--- src/rtl/trajectory_if.sv ---
// Launch/step command bundle between a flight controller and the trajectory driver.
interface trajectory_if;
    logic       frame_tick;
    logic       launch;
    logic [9:0] launch_vx;
    logic       launch_dirx;
    logic [8:0] launch_vy;
    logic [8:0] launch_y;
    logic [1:0] dx;
    logic [1:0] dy;
    logic [9:0] vx;
    logic [8:0] vy;
    logic       busy;
    logic       done;

    modport master (
        output frame_tick, launch, launch_vx, launch_dirx, launch_vy, launch_y,
        input  dx, dy, vx, vy, busy, done
    );

    modport slave (
        input  frame_tick, launch, launch_vx, launch_dirx, launch_vy, launch_y,
        output dx, dy, vx, vy, busy, done
    );
endinterface

--- src/rtl/trajectory_driver.sv ---
// Ballistic flight sequencer: one step pulse per frame tick, gravity applied after each step,
// shadow y tracked to detect the floor.
module trajectory_driver #(
    parameter int unsigned GRAVITY  = 1,
    parameter int unsigned VMAX     = 15,
    parameter int unsigned FLOOR_Y  = 479,
    parameter int unsigned PULSE_HI = 2,
    parameter int unsigned PULSE_LO = 2
) (
    input  logic       clk,
    input  logic       rst_n,
    trajectory_if.slave bus
);

    typedef enum logic [2:0] {StIdle, StWaitTick, StPulse, StGap, StDone} state_e;

    localparam logic [7:0]        HiLast = 8'(PULSE_HI - 1);
    localparam logic [7:0]        LoLast = 8'(PULSE_LO - 1);
    localparam logic signed [11:0] VmaxS = 12'(VMAX);
    localparam logic [9:0]        FloorY = 10'(FLOOR_Y);

    state_e            state;
    logic signed [9:0] vel;
    logic [9:0]        shadow_y;
    logic [9:0]        cap_vx;
    logic              cap_dirx;
    logic [7:0]        cnt;
    logic [1:0]        dx_q, dy_q;
    logic [9:0]        vx_q;
    logic [8:0]        vy_q;
    logic              busy_q, done_q;

    logic [9:0]         vel_mag;
    logic [8:0]         step_mag;
    logic signed [11:0] y_sum;
    logic [9:0]         y_next;
    logic signed [11:0] vel_inc;
    logic signed [9:0]  vel_next;

    always_comb begin
        vel_mag  = vel[9] ? 10'($unsigned(-vel)) : 10'($unsigned(vel));
        // Upward moves never carry the object above the top edge.
        step_mag = (vel[9] && (vel_mag > shadow_y)) ? shadow_y[8:0] : vel_mag[8:0];
        y_sum    = $signed({2'b00, shadow_y}) + $signed({{2{vel[9]}}, vel});
        if (y_sum < 12'sd0) begin
            y_next = 10'd0;
        end else if (y_sum > 12'sd1023) begin
            y_next = 10'd1023;
        end else begin
            y_next = y_sum[9:0];
        end
        vel_inc  = $signed({{2{vel[9]}}, vel}) + $signed(12'(GRAVITY));
        vel_next = (vel_inc > VmaxS) ? VmaxS[9:0] : vel_inc[9:0];
    end

    always_ff @(posedge clk or negedge rst_n) begin
        if (!rst_n) begin
            state    <= StIdle;
            vel      <= '0;
            shadow_y <= '0;
            cap_vx   <= '0;
            cap_dirx <= 1'b0;
            cnt      <= '0;
            dx_q     <= 2'b00;
            dy_q     <= 2'b00;
            vx_q     <= '0;
            vy_q     <= '0;
            busy_q   <= 1'b0;
            done_q   <= 1'b0;
        end else begin
            case (state)
                StIdle: begin
                    done_q <= 1'b0;
                    if (bus.launch) begin
                        cap_vx   <= bus.launch_vx;
                        cap_dirx <= bus.launch_dirx;
                        vel      <= -$signed({1'b0, bus.launch_vy});
                        shadow_y <= {1'b0, bus.launch_y};
                        busy_q   <= 1'b1;
                        state    <= StWaitTick;
                    end
                end
                StWaitTick: begin
                    if (bus.frame_tick) begin
                        vx_q  <= cap_vx;
                        vy_q  <= step_mag;
                        dx_q  <= {1'b1, cap_dirx};
                        dy_q  <= {1'b1, ~vel[9]};
                        cnt   <= '0;
                        state <= StPulse;
                    end
                end
                StPulse: begin
                    if (cnt == HiLast) begin
                        dx_q[1] <= 1'b0;
                        dy_q[1] <= 1'b0;
                        cnt     <= '0;
                        state   <= StGap;
                    end else begin
                        cnt <= cnt + 8'd1;
                    end
                end
                StGap: begin
                    if (cnt == LoLast) begin
                        shadow_y <= y_next;
                        vel      <= vel_next;
                        if (y_next >= FloorY) begin
                            done_q <= 1'b1;
                            state  <= StDone;
                        end else begin
                            state <= StWaitTick;
                        end
                    end else begin
                        cnt <= cnt + 8'd1;
                    end
                end
                StDone: begin
                    done_q <= 1'b0;
                    busy_q <= 1'b0;
                    state  <= StIdle;
                end
                default: state <= StIdle;
            endcase
        end
    end

    assign bus.dx   = dx_q;
    assign bus.dy   = dy_q;
    assign bus.vx   = vx_q;
    assign bus.vy   = vy_q;
    assign bus.busy = busy_q;
    assign bus.done = done_q;

endmodule
--- src/flat_wrapper.sv ---
// flat-port wrapper written by rule: the top's interface ports become plain ports
module trajectory_driver_flat 
#(
    parameter int unsigned GRAVITY  = 1,
    parameter int unsigned VMAX     = 15,
    parameter int unsigned FLOOR_Y  = 479,
    parameter int unsigned PULSE_HI = 2,
    parameter int unsigned PULSE_LO = 2
)
  (clk, rst_n, bus_frame_tick, bus_launch, bus_launch_vx, bus_launch_dirx, bus_launch_vy, bus_launch_y, bus_dx, bus_dy, bus_vx, bus_vy, bus_busy, bus_done);
  trajectory_if bus_i ();
  input  logic clk;
  input  logic rst_n;
  input wire logic [$bits(bus_i.frame_tick)-1:0] bus_frame_tick;
  input wire logic [$bits(bus_i.launch)-1:0] bus_launch;
  input wire logic [$bits(bus_i.launch_vx)-1:0] bus_launch_vx;
  input wire logic [$bits(bus_i.launch_dirx)-1:0] bus_launch_dirx;
  input wire logic [$bits(bus_i.launch_vy)-1:0] bus_launch_vy;
  input wire logic [$bits(bus_i.launch_y)-1:0] bus_launch_y;
  output wire logic [$bits(bus_i.dx)-1:0] bus_dx;
  output wire logic [$bits(bus_i.dy)-1:0] bus_dy;
  output wire logic [$bits(bus_i.vx)-1:0] bus_vx;
  output wire logic [$bits(bus_i.vy)-1:0] bus_vy;
  output wire logic [$bits(bus_i.busy)-1:0] bus_busy;
  output wire logic [$bits(bus_i.done)-1:0] bus_done;
  assign bus_i.frame_tick = bus_frame_tick;
  assign bus_i.launch = bus_launch;
  assign bus_i.launch_vx = bus_launch_vx;
  assign bus_i.launch_dirx = bus_launch_dirx;
  assign bus_i.launch_vy = bus_launch_vy;
  assign bus_i.launch_y = bus_launch_y;
  assign bus_dx = bus_i.dx;
  assign bus_dy = bus_i.dy;
  assign bus_vx = bus_i.vx;
  assign bus_vy = bus_i.vy;
  assign bus_busy = bus_i.busy;
  assign bus_done = bus_i.done;
  trajectory_driver #(.GRAVITY(GRAVITY), .VMAX(VMAX), .FLOOR_Y(FLOOR_Y), .PULSE_HI(PULSE_HI), .PULSE_LO(PULSE_LO)) u_core (.clk(clk), .rst_n(rst_n), .bus(bus_i));
endmodule
--- config.mk ---
export PLATFORM = sky130hd
export DESIGN_NAME = trajectory_driver_flat
export DESIGN_NICKNAME = d
export VERILOG_FILES = /design/src/rtl/trajectory_if.sv /design/src/rtl/trajectory_driver.sv /design/src/flat_wrapper.sv
export SDC_FILE = /design/constraint.sdc
export NUM_CORES = 1
export LEC_CHECK = 0
export ABC_AREA = 1
export CORE_AREA = 2 2 76 114
export DETAILED_ROUTE_END_ITERATION = 16
export DIE_AREA = 0 0 78 116
export DONT_BUFFER_PORTS = 1
export GPL_TIMING_DRIVEN = 0
export PLACE_DENSITY = 0.69
export SYNTH_ARGS = -nofsm -noshare
export SYNTH_HDL_FRONTEND = slang
export SYNTH_SLANG_ARGS = --single-unit
--- constraint.sdc ---
create_clock -name clk -period 4.5 [get_ports clk]
set_clock_uncertainty 0.15 [all_clocks]
set_input_delay 0.9 -clock clk [delete_from_list [all_inputs] [get_ports clk]]
set_output_delay 0.9 -clock clk [all_outputs]
set_load 0.1 [all_outputs]
[Word-level counts from Yosys, hierarchy flattened]
Index checks and enable logic that the tools add are counted.
Widths: inputs -> output; s select.
Word-level totals
  bits in registers: 67
  bits of input ports: 33
  memories: 0
  RAM bits: 0
  latch bits: 0
  ROM bits: 0
Operators by class
  $add $sub $neg: 5
  div/mod/pow operators: 0
  magnitude comparators: 5
  eq/ne operators: 11
  shift operators: 0
  bitwise operators: 1
  multiply operators: 0
  muxes and demuxes: 31
  reduce and logical (&&, ||, !) cells: 16
Operators with widths (count)
  $mux 10: 8
  $pmux 10 s2: 2
  $mux 8: 3
  $pmux 8 s3: 1
  $mux 3: 5
  $add 11x10->12: 1
  $gt 12x11->1 const B: 1
  $gt 12x5->1 const B: 1
  $lt 12x1->1 const B: 1
  $pmux 3 s4: 1
  $reduce_and 3->1: 4
  $add 10x2->11 const B: 1
  $ge 10x9->1 const B: 1
  $gt 10x10->1: 1
  $neg 10->10: 1
  $neg 9->10: 1
  $mux 9: 1
  $add 8x1->8 const B: 1
  $eq 8x1->1 const B: 1
  $pmux 1 s2: 4
  $reduce_bool 2->1: 4
  $eq 3x2->1 const B: 2
  $ne 2x1->1 const B: 3
  $ne 2x2->1 const B: 3
  other kinds (11): 17

[Logic depth before layout (Yosys ltp)]
Gate-level depths: netlist of the first run.
  depth in word-level cells: 8
  gate-level depth with buffers: 19

[Worst setup path after synthesis of the first run]
OpenSTA, ideal clock, no wires.
  kind: register to register
  from: reg u_core.vel[0]
  to: reg u_core.vy_q[2], in the netlist u_core.bus.vy[2]
  arrival time: 2776 ps
  period minus slack after synthesis: 3055 ps
  required time: 4221 ps
  buffers on the path: 1
  setup slack: 1445 ps
  cell stages (with the launch flop): 17
  path through: dfrtp_1 -> clkbuf_1 -> inv_1 -> ha_1 -> inv_1 -> nor3_1 -> nand2_1 -> o41ai_1 -> xor2_1 -> ha_1 -> nand2_1 -> o41ai_1 -> inv_1 -> nand2_1 -> inv_1 -> o21ai_0 -> o21ai_0
On the way
  cells in the longest elaborated chain, start to end: 5
Ends and longest elaborated chain
  from (decl): line trajectory_driver.sv:23  | logic signed [9:0] vel;
  from (signal assigned): line trajectory_driver.sv:77  | vel <= -$signed({1'b0, bus.launch_vy});
  from (signal assigned): line trajectory_driver.sv:106  | vel <= vel_next;
  $neg 10->10: line trajectory_driver.sv:41  | vel_mag = vel[9] ? 10'($unsigned(-vel)) : 10'($unsigned(vel));
  $mux 10 (*): line trajectory_driver.sv:41
  $gt 10x10->1: line trajectory_driver.sv:43  | step_mag = (vel[9] && (vel_mag > shadow_y)) ? shadow_y[8:0] : vel_mag[8:0];
  $logic_and 1x1->1: line trajectory_driver.sv:43
  $mux 9 (*): line trajectory_driver.sv:43
  to (signal assigned): line trajectory_driver.sv:86  | vy_q <= step_mag;
  to (decl): line trajectory_driver.sv:30  | logic [8:0] vy_q;
Every way passes the cells marked *; elsewhere a longest branch is shown, timed or not.
A chain may end at the register's enable or synchronous reset.

[Final worst setup path of the first run]
  from: reg u_core.vel[0]
  to: reg u_core.vy_q[5], in the netlist u_core.bus.vy[5]
The elaborated chain is that of the path after synthesis.

==> results of run 1 <==
## layer usage
layer	vias up	global-route usage (%)
met5	-	0
met4	0	11.58
met3	26	6.153
met2	115	44.83
met1	1814	30.25
li1	1906	-
## worst max path at each step
| stage | endpoint | slack, ns | cells past startpoint |
|---|---|---|---|
| after global placement | u_core.bus.vy[6] | 0.83 | 16 |
| after global routing | u_core.bus.vy[7] | 0.48 | 16 |
| after floorplan | u_core.bus.vy[2] | 1.45 | 16 |
| after detailed placement | u_core.bus.vy[5] | 0.76 | 16 |
| after CTS | u_core.bus.vy[5] | 0.75 | 16 |
| final | u_core.bus.vy[5] | 0.74 | 16 |
## worst max-delay path, delay by kind of cell, from the launching register on
kind	cells	cell delay (ns)
AO/OA/AOI/OAI	4	0.96
XOR/XNOR	1	0.19
adder cells (fa/ha/maj)	2	0.49
buffers and inverters	5	0.74
flip-flops	1	0.40
AND/OR/NAND/NOR	4	0.70
## cell usage after synthesis, types with 2 or more instances
cell / number / share of area [%]
nand2_1: 147 / 13
inv_1: 68 / 5.9
dfrtp_1: 66 / 38
o21ai_0: 62 / 7.2
nor2_1: 41 / 3.6
a21oi_1: 29 / 3.4
nand3_1: 28 / 3.3
ha_1: 26 / 7.6
xor2_1: 19 / 3.9
clkbuf_1: 10 / 0.87
nor3_1: 7 / 0.81
o22ai_1: 7 / 1.0
inv_2: 6 / 0.52
a22oi_1: 5 / 0.87
buf_2: 5 / 0.58
nand4_1: 5 / 0.73
o21ai_1: 4 / 0.47
nor4_1: 3 / 0.44
xnor2_1: 3 / 0.61
a21oi_2: 2 / 0.41
a31oi_1: 2 / 0.29
clkinv_1: 2 / 0.17
nor3b_1: 2 / 0.35
nor4_2: 2 / 0.58
o21a_1: 2 / 0.35
o21bai_1: 2 / 0.35
o41ai_1: 2 / 0.41
## registers in the layout (all words and copies together) (netlist names)
signal / flops
u_core.cap_dirx: 1
u_core.vel: 10
u_core.bus.done: 1
u_core.bus.dx: 1
u_core.shadow_y: 10
u_core.bus.busy: 1
u_core.bus.vy: 9
u_core.cap_vx: 10
u_core.bus.vx: 10
u_core.state: 3
u_core.cnt: 8
u_core.bus.dy: 2
## cell type report
class | instances | area, sq um | share of cell area [%]
sequential | 66 | 1652 | 34.86
tap | 105 | 131.4 | 2.773
buffer | 17 | 81.33 | 1.716
inverter | 76 | 285.3 | 6.021
clock buffer | 11 | 252.7 | 5.334
multi-input combinational | 416 | 2285 | 48.22
clock inverter | 4 | 51.30 | 1.083
## cell families (layout without fill, tap and decap cells)
kind of cell,after synthesis,count (layout),synth area share (%)
AND/OR/NAND/NOR,244,244,24.57
adder cells (fa/ha/maj),27,27,8.026
AO/OA/AOI/OAI,123,123,16.02
XOR/XNOR,22,22,4.478
flip-flops,66,66,38.38
buffers and inverters,93,108,8.520
## per-stage QoR
stage | hold slack [ns] | utilization (%) | setup slack [ns]
after floorplan | 0.2922 | - | 1.445
after global placement | 0.3045 | 55.38 | 0.8314
after detailed placement | 0.3017 | 55.38 | 0.7629
after CTS | 0.1018 | 59.17 | 0.7457
after global routing | 0.09957 | 59.17 | 0.4804
final | 0.1074 | 59.17 | 0.7390
==> reports/metrics.cfg, run 1 <==
[run_status]
outcome=complete, no violations

[flow_run]
cap_violations=0

[cts]
root_buffer=clkbuf_16
cts_buffers=9
cts_tree=yes
holdBufCountCts=0
clk_pin_slew_worst_paths_ns=0.05
cts_num_sinks=66
cts_buffer_depth=2
postCtsSetupRepairBufs=0
ctsResizeCount=0
clk_latency_ns=0.34
h-tree-depth=3

[place]
place_inst=680
hpwl_mm=8.468
port-buffer-count=0
place_area_sq_um=4434
gp_congestion=0.9098

[synth]
avgSynthCellArea_sq_um=7.483
ys_async_sr_fraction_pct=100.0
synthesis.area_sq_um=4303
synth-edff-count=0
yosys_warnings=0
synth_seq_area_share_pct=38.38
synth_seq_cells=66
netlist_instances=575
dominantRegCellSynth=dfrtp_1
ys_types=45
syn-num-nets=635

[worst_setup_path]
critPathArrivalTime_ns=3.81
rrSetupSlack_ns=0.74
critPathSlowestCell=dfrtp_1
crit_path_max_incr_delay_ns=0.40
worstPathCellList=clkbuf_1 > inv_1 > ha_1 > inv_1 > nor3_1 > nand2_1 > o41ai_1 > xor2_1 > ha_1 > nand2_1 > o41ai_1 > inv_1 > nand2_1 > inv_1 > o21ai_0 > o21ai_0
crit_path_frequent_cell=inv_1
worstSetupStartpoint=u_core.vel[0]
critPathCaptureType=flop
path_class=reg -> reg
crit_path_max_fanout=10
rr_endpoint=u_core.bus.vy[5]
critPathRequiredTime_ns=4.55
r2r-start=u_core.vel[0]
rr_worst_depth=16
startpoint_type=flop

[sta]
min_period_over_period_pct=83.58
rsz0062_at_grt=no
slew-limit-headroom_pct=38.50
worst_pin_slew_ns=0.9225
final.setup.tns_ns=0
hold_viol=0
finalMaxSlewViolations=0
max_freq_mhz=265.9
setup_viol=0
min_period_ns=3.761

[final_layout]
final_cell_area_sq_um=4738
drive_gt1_share_pct=6.949
fill_cells=768
area_growth_pct=10.12
layout_commonest_cell=nand2_1
instances_no_fill=695
final_nets=646
layout_common_cells=nand2_1, inv_1, dfrtp_1
insertedDiodeCount=0

[floorplanning]
dieHeight_um=116
ios=58
rows=40
start_util_pct=53.73
fp.coreArea_sq_um=8008
die_width_um=78
die_area_sq_um=9048

[route]
dr.first_iter.drc_count=244
drc=0
drt-total-wl_mm=11.07
post_drt_wl_per_cell_um=15.93
drt-met1-wl_mm=4.487
wl_met3_um=608
wl_met2_mm=5.635
dr.pass1.iters=7
top_layer=met4
num_vias=3861
drt-vias-per-instance=5.555
ant_nets=0

[global_route]
grt_overflow=0
grt_pass1_wl_mm=17.97
grtUsageTotal_pct=25.80
first_global_vias=3710
grt_antenna_before_repair=0
grt_max_degree=67

[hold_path]
hold_class=in -> async

Power of run 1 is not shown: default switching activity piles up to over one toggle a cycle in this logic, so the estimate is an artifact.
==> inputs of run 2 (changes only) <==
--- a/config.mk
+++ b/config.mk
@@ -11,7 +11,7 @@
 export DIE_AREA = 0 0 78 116
 export DONT_BUFFER_PORTS = 1
 export GPL_TIMING_DRIVEN = 0
-export PLACE_DENSITY = 0.69
+export PLACE_DENSITY = 0.71
 export SYNTH_ARGS = -nofsm -noshare
 export SYNTH_HDL_FRONTEND = slang
 export SYNTH_SLANG_ARGS = --single-unit
==> constraint.sdc (replaced) <==
create_clock -name clk -period 3.2 [get_ports clk]
set_clock_uncertainty 0.15 [all_clocks]
set_input_delay 0.64 -clock clk [delete_from_list [all_inputs] [get_ports clk]]
set_output_delay 0.64 -clock clk [all_outputs]
set_load 0.1 [all_outputs]
==> reports/metrics.cfg, run 2 (synthesis results as in run 1) <==
[run_status]
outcome=complete, no violations  ; unchanged

[final_layout]
fill_cells=692  ; was 768
multi_input_area_sq_um=2421  ; was 2285 sq um
instances_no_fill=711  ; was 695
area_growth_pct=16.98  ; was 10.12%
final_nets=661  ; was 646
layout_common_cells=nand2_1, inv_1, dfrtp_1  ; unchanged
post-route-util_pct=62.86  ; was 59.17%
regArea_sq_um=1654  ; was 1652 sq um
layout_commonest_cell=nand2_1  ; unchanged
drive_gt1_share_pct=13.70  ; was 6.949%
insertedDiodeCount=0  ; unchanged

[worst_setup_path]
path_buf_inv=3  ; was 5
critPathSlowestCell=dfrtp_2  ; was dfrtp_1
critPathArrivalTime_ns=3.19  ; was 3.81 ns
crit_path_max_incr_delay_ns=0.41  ; was 0.40 ns
critPathCaptureType=flop  ; unchanged
critPathRequiredTime_ns=3.26  ; was 4.55 ns
worstPathCellList=buf_4 > nor3_4 > nand2_1 > nor2_1 > nand3_1 > nand2_1 > xor2_2 > ha_4 > nand4_1 > o41ai_2 > inv_1 > nand2_4 > clkinvlp_4 > o21ai_2 > o21ai_1  ; was clkbuf_1 > inv_1 > ha_1 > inv_1 > nor3_1 > nand2_1 > o41ai_1 > xor2_1 > ha_1 > nand2_1 > o41ai_1 > inv_1 > nand2_1 > inv_1 > o21ai_0 > o21ai_0
path_class=reg -> reg  ; unchanged
startpoint_type=flop  ; unchanged
crit_path_frequent_cell=nand2_1  ; was inv_1
path_delay_family=simple AND/OR/NAND/NOR gates  ; was compound AO/OA/AOI/OAI gates
crit_path_max_fanout=9  ; was 10

[cts]
cts_num_sinks=66  ; unchanged
h-tree-depth=3  ; unchanged
clk_latency_ns=0.33  ; was 0.34 ns
cts_buffers=9  ; unchanged
root_buffer=clkbuf_16  ; unchanged
cts_buffer_depth=2  ; unchanged
clk_pin_slew_worst_paths_ns=0.06  ; was 0.05 ns
cts_tree=yes  ; unchanged

[route]
ant_nets=0  ; unchanged
drc=0  ; unchanged
num_vias=4048  ; was 3861
post_drt_wl_per_cell_um=16.45  ; was 15.93 um
drt-total-wl_mm=11.69  ; was 11.07 mm
drt-vias-per-instance=5.693  ; was 5.555
dr.pass1.iters=5  ; was 7
dr.first_iter.drc_count=322  ; was 244

[sta]
slew-limit-headroom_pct=38.05  ; was 38.50%
finalMaxSlewViolations=0  ; unchanged
worst_pin_slew_ns=0.9292  ; was 0.9225 ns
min_period_ns=3.128  ; was 3.761 ns
max_freq_mhz=319.7  ; was 265.9 MHz
setup_viol=0  ; unchanged
hold_viol=0  ; unchanged
min_period_over_period_pct=97.74  ; was 83.58%

[flow_run]
cap_violations=0  ; unchanged

[floorplanning]
die_area_sq_um=9048  ; unchanged
dieHeight_um=116  ; unchanged
rows=40  ; unchanged
die_width_um=78  ; unchanged
start_util_pct=53.73  ; unchanged
fp.coreArea_sq_um=8008  ; unchanged
ios=58  ; unchanged

[place]
place_inst=680  ; unchanged
port-buffer-count=0  ; unchanged
gp_congestion=0.9550  ; was 0.9098
hpwl_mm=8.285  ; was 8.468 mm

[global_route]
grt_overflow=0  ; unchanged
grt_max_degree=67  ; unchanged
grtUsageTotal_pct=26.26  ; was 25.80%
grt_antenna_before_repair=0  ; unchanged
grt_pass1_wl_mm=18.40  ; was 17.97 mm
first_global_vias=3922  ; was 3710

[hold_path]
hold_class=in -> async  ; unchanged

[run 2: cell count changes in the layout (fill, tap and decap cells not counted), moves of 3 or more]
cell	delta
buf_4	+14
o21ai_0	-11
o21ai_2	+6
o21ai_1	+5
inv_1	-4
ha_1	-3
ha_4	+3
inv_2	+3
nand2_1	-3
[run 2: worst register-to-register path: cells and delay by family, from the launching register on]
kind | cells | cell delay [ns]
compound gates | 3 | 0.61
buf+inv | 3 | 0.50
xor+xnor | 1 | 0.09
simple gates | 7 | 0.96
flops | 1 | 0.41
fa+ha+maj | 1 | 0.30
[run 2: timing repair]
action,4_1_cts,5_1_grt
gates cloned,1,0
hold buffers,1,0
setup endpoints to repair,9,9
buffers inserted,4,10
hold endpoints to repair,66,0
pin swaps,2,12
gates resized for setup,7,38
[run 2: area by class of cell]
class / instances / area share [%]
plain buffers: 16 / 1.616
multi-input cells: 416 / 48.10
repair inverters: 1 / 0.1491
clock inverters: 7 / 1.815
clock buffers: 9 / 4.474
flip-flops and latches: 66 / 32.86
inverters: 76 / 5.742
repair buffers: 15 / 2.635
well taps: 105 / 2.610
[run 2: metal layers]
metal  up-vias  global-route usage, %  share of wire, %
li1       1935                      -                 -
met1      1919                  30.34                39
met2       164                  46.49                51
met3        30                  5.218               6.3
met4         0                  12.63               3.4
met5         -                      0                 0
[run 2: metrics by stage]
| stage | TNS [ns] | cell area, sq um | hold WS (ns) | worst slack [ns] |
|---|---|---|---|---|
| 4_1_cts | 0 | 4835 | 0.04094 | 0.0004607 |
| 6_report | 0 | 5034 | 0.02152 | 0.07222 |
| 3_3_place_gp | -3.892 | 4434 | 0.1968 | -0.4769 |
| 3_5_place_dp | -5.777 | 4434 | 0.1964 | -0.7022 |
| 5_1_grt | -0.5439 | 5034 | 0.04942 | -0.1096 |
| 2_1_floorplan | 0 | 4303 | 0.1944 | 0.1452 |
[run 2: final timing paths]
check / to / start / cells past startpoint / slack (ns)
min in group clk: u_core.cap_vx[0] / bus_launch_vx[0] / 2 / 0.26
setup / recovery: u_core.bus.vy[4] / u_core.vel[0] / 15 / 0.07
hold / removal: u_core.shadow_y[7] / rst_n / 1 / 0.02
setup reg to reg: u_core.bus.vy[4] / u_core.vel[0] / 15 / 0.07
hold reg to reg: u_core.cap_vx[0] / u_core.cap_vx[0] / 2 / 0.33
max in group asynchronous: u_core.vel[1] / rst_n / 1 / 2.57
Power of run 2 is left out for the same reason.
==> inputs of run 3 (changes only) <==
--- a/config.mk
+++ b/config.mk
@@ -7,11 +7,13 @@
 export LEC_CHECK = 0
 export ABC_AREA = 1
 export CORE_AREA = 2 2 76 114
+export CTS_CLUSTER_SIZE = 16
 export DETAILED_ROUTE_END_ITERATION = 16
 export DIE_AREA = 0 0 78 116
 export DONT_BUFFER_PORTS = 1
 export GPL_TIMING_DRIVEN = 0
 export PLACE_DENSITY = 0.71
+export SLEW_MARGIN = 0
 export SYNTH_ARGS = -nofsm -noshare
 export SYNTH_HDL_FRONTEND = slang
 export SYNTH_SLANG_ARGS = --single-unit
==> results of run 3 <==
The final DEF is identical to that of run 2; final timing and power are the same.
Power of run 3 is left out for the same reason.
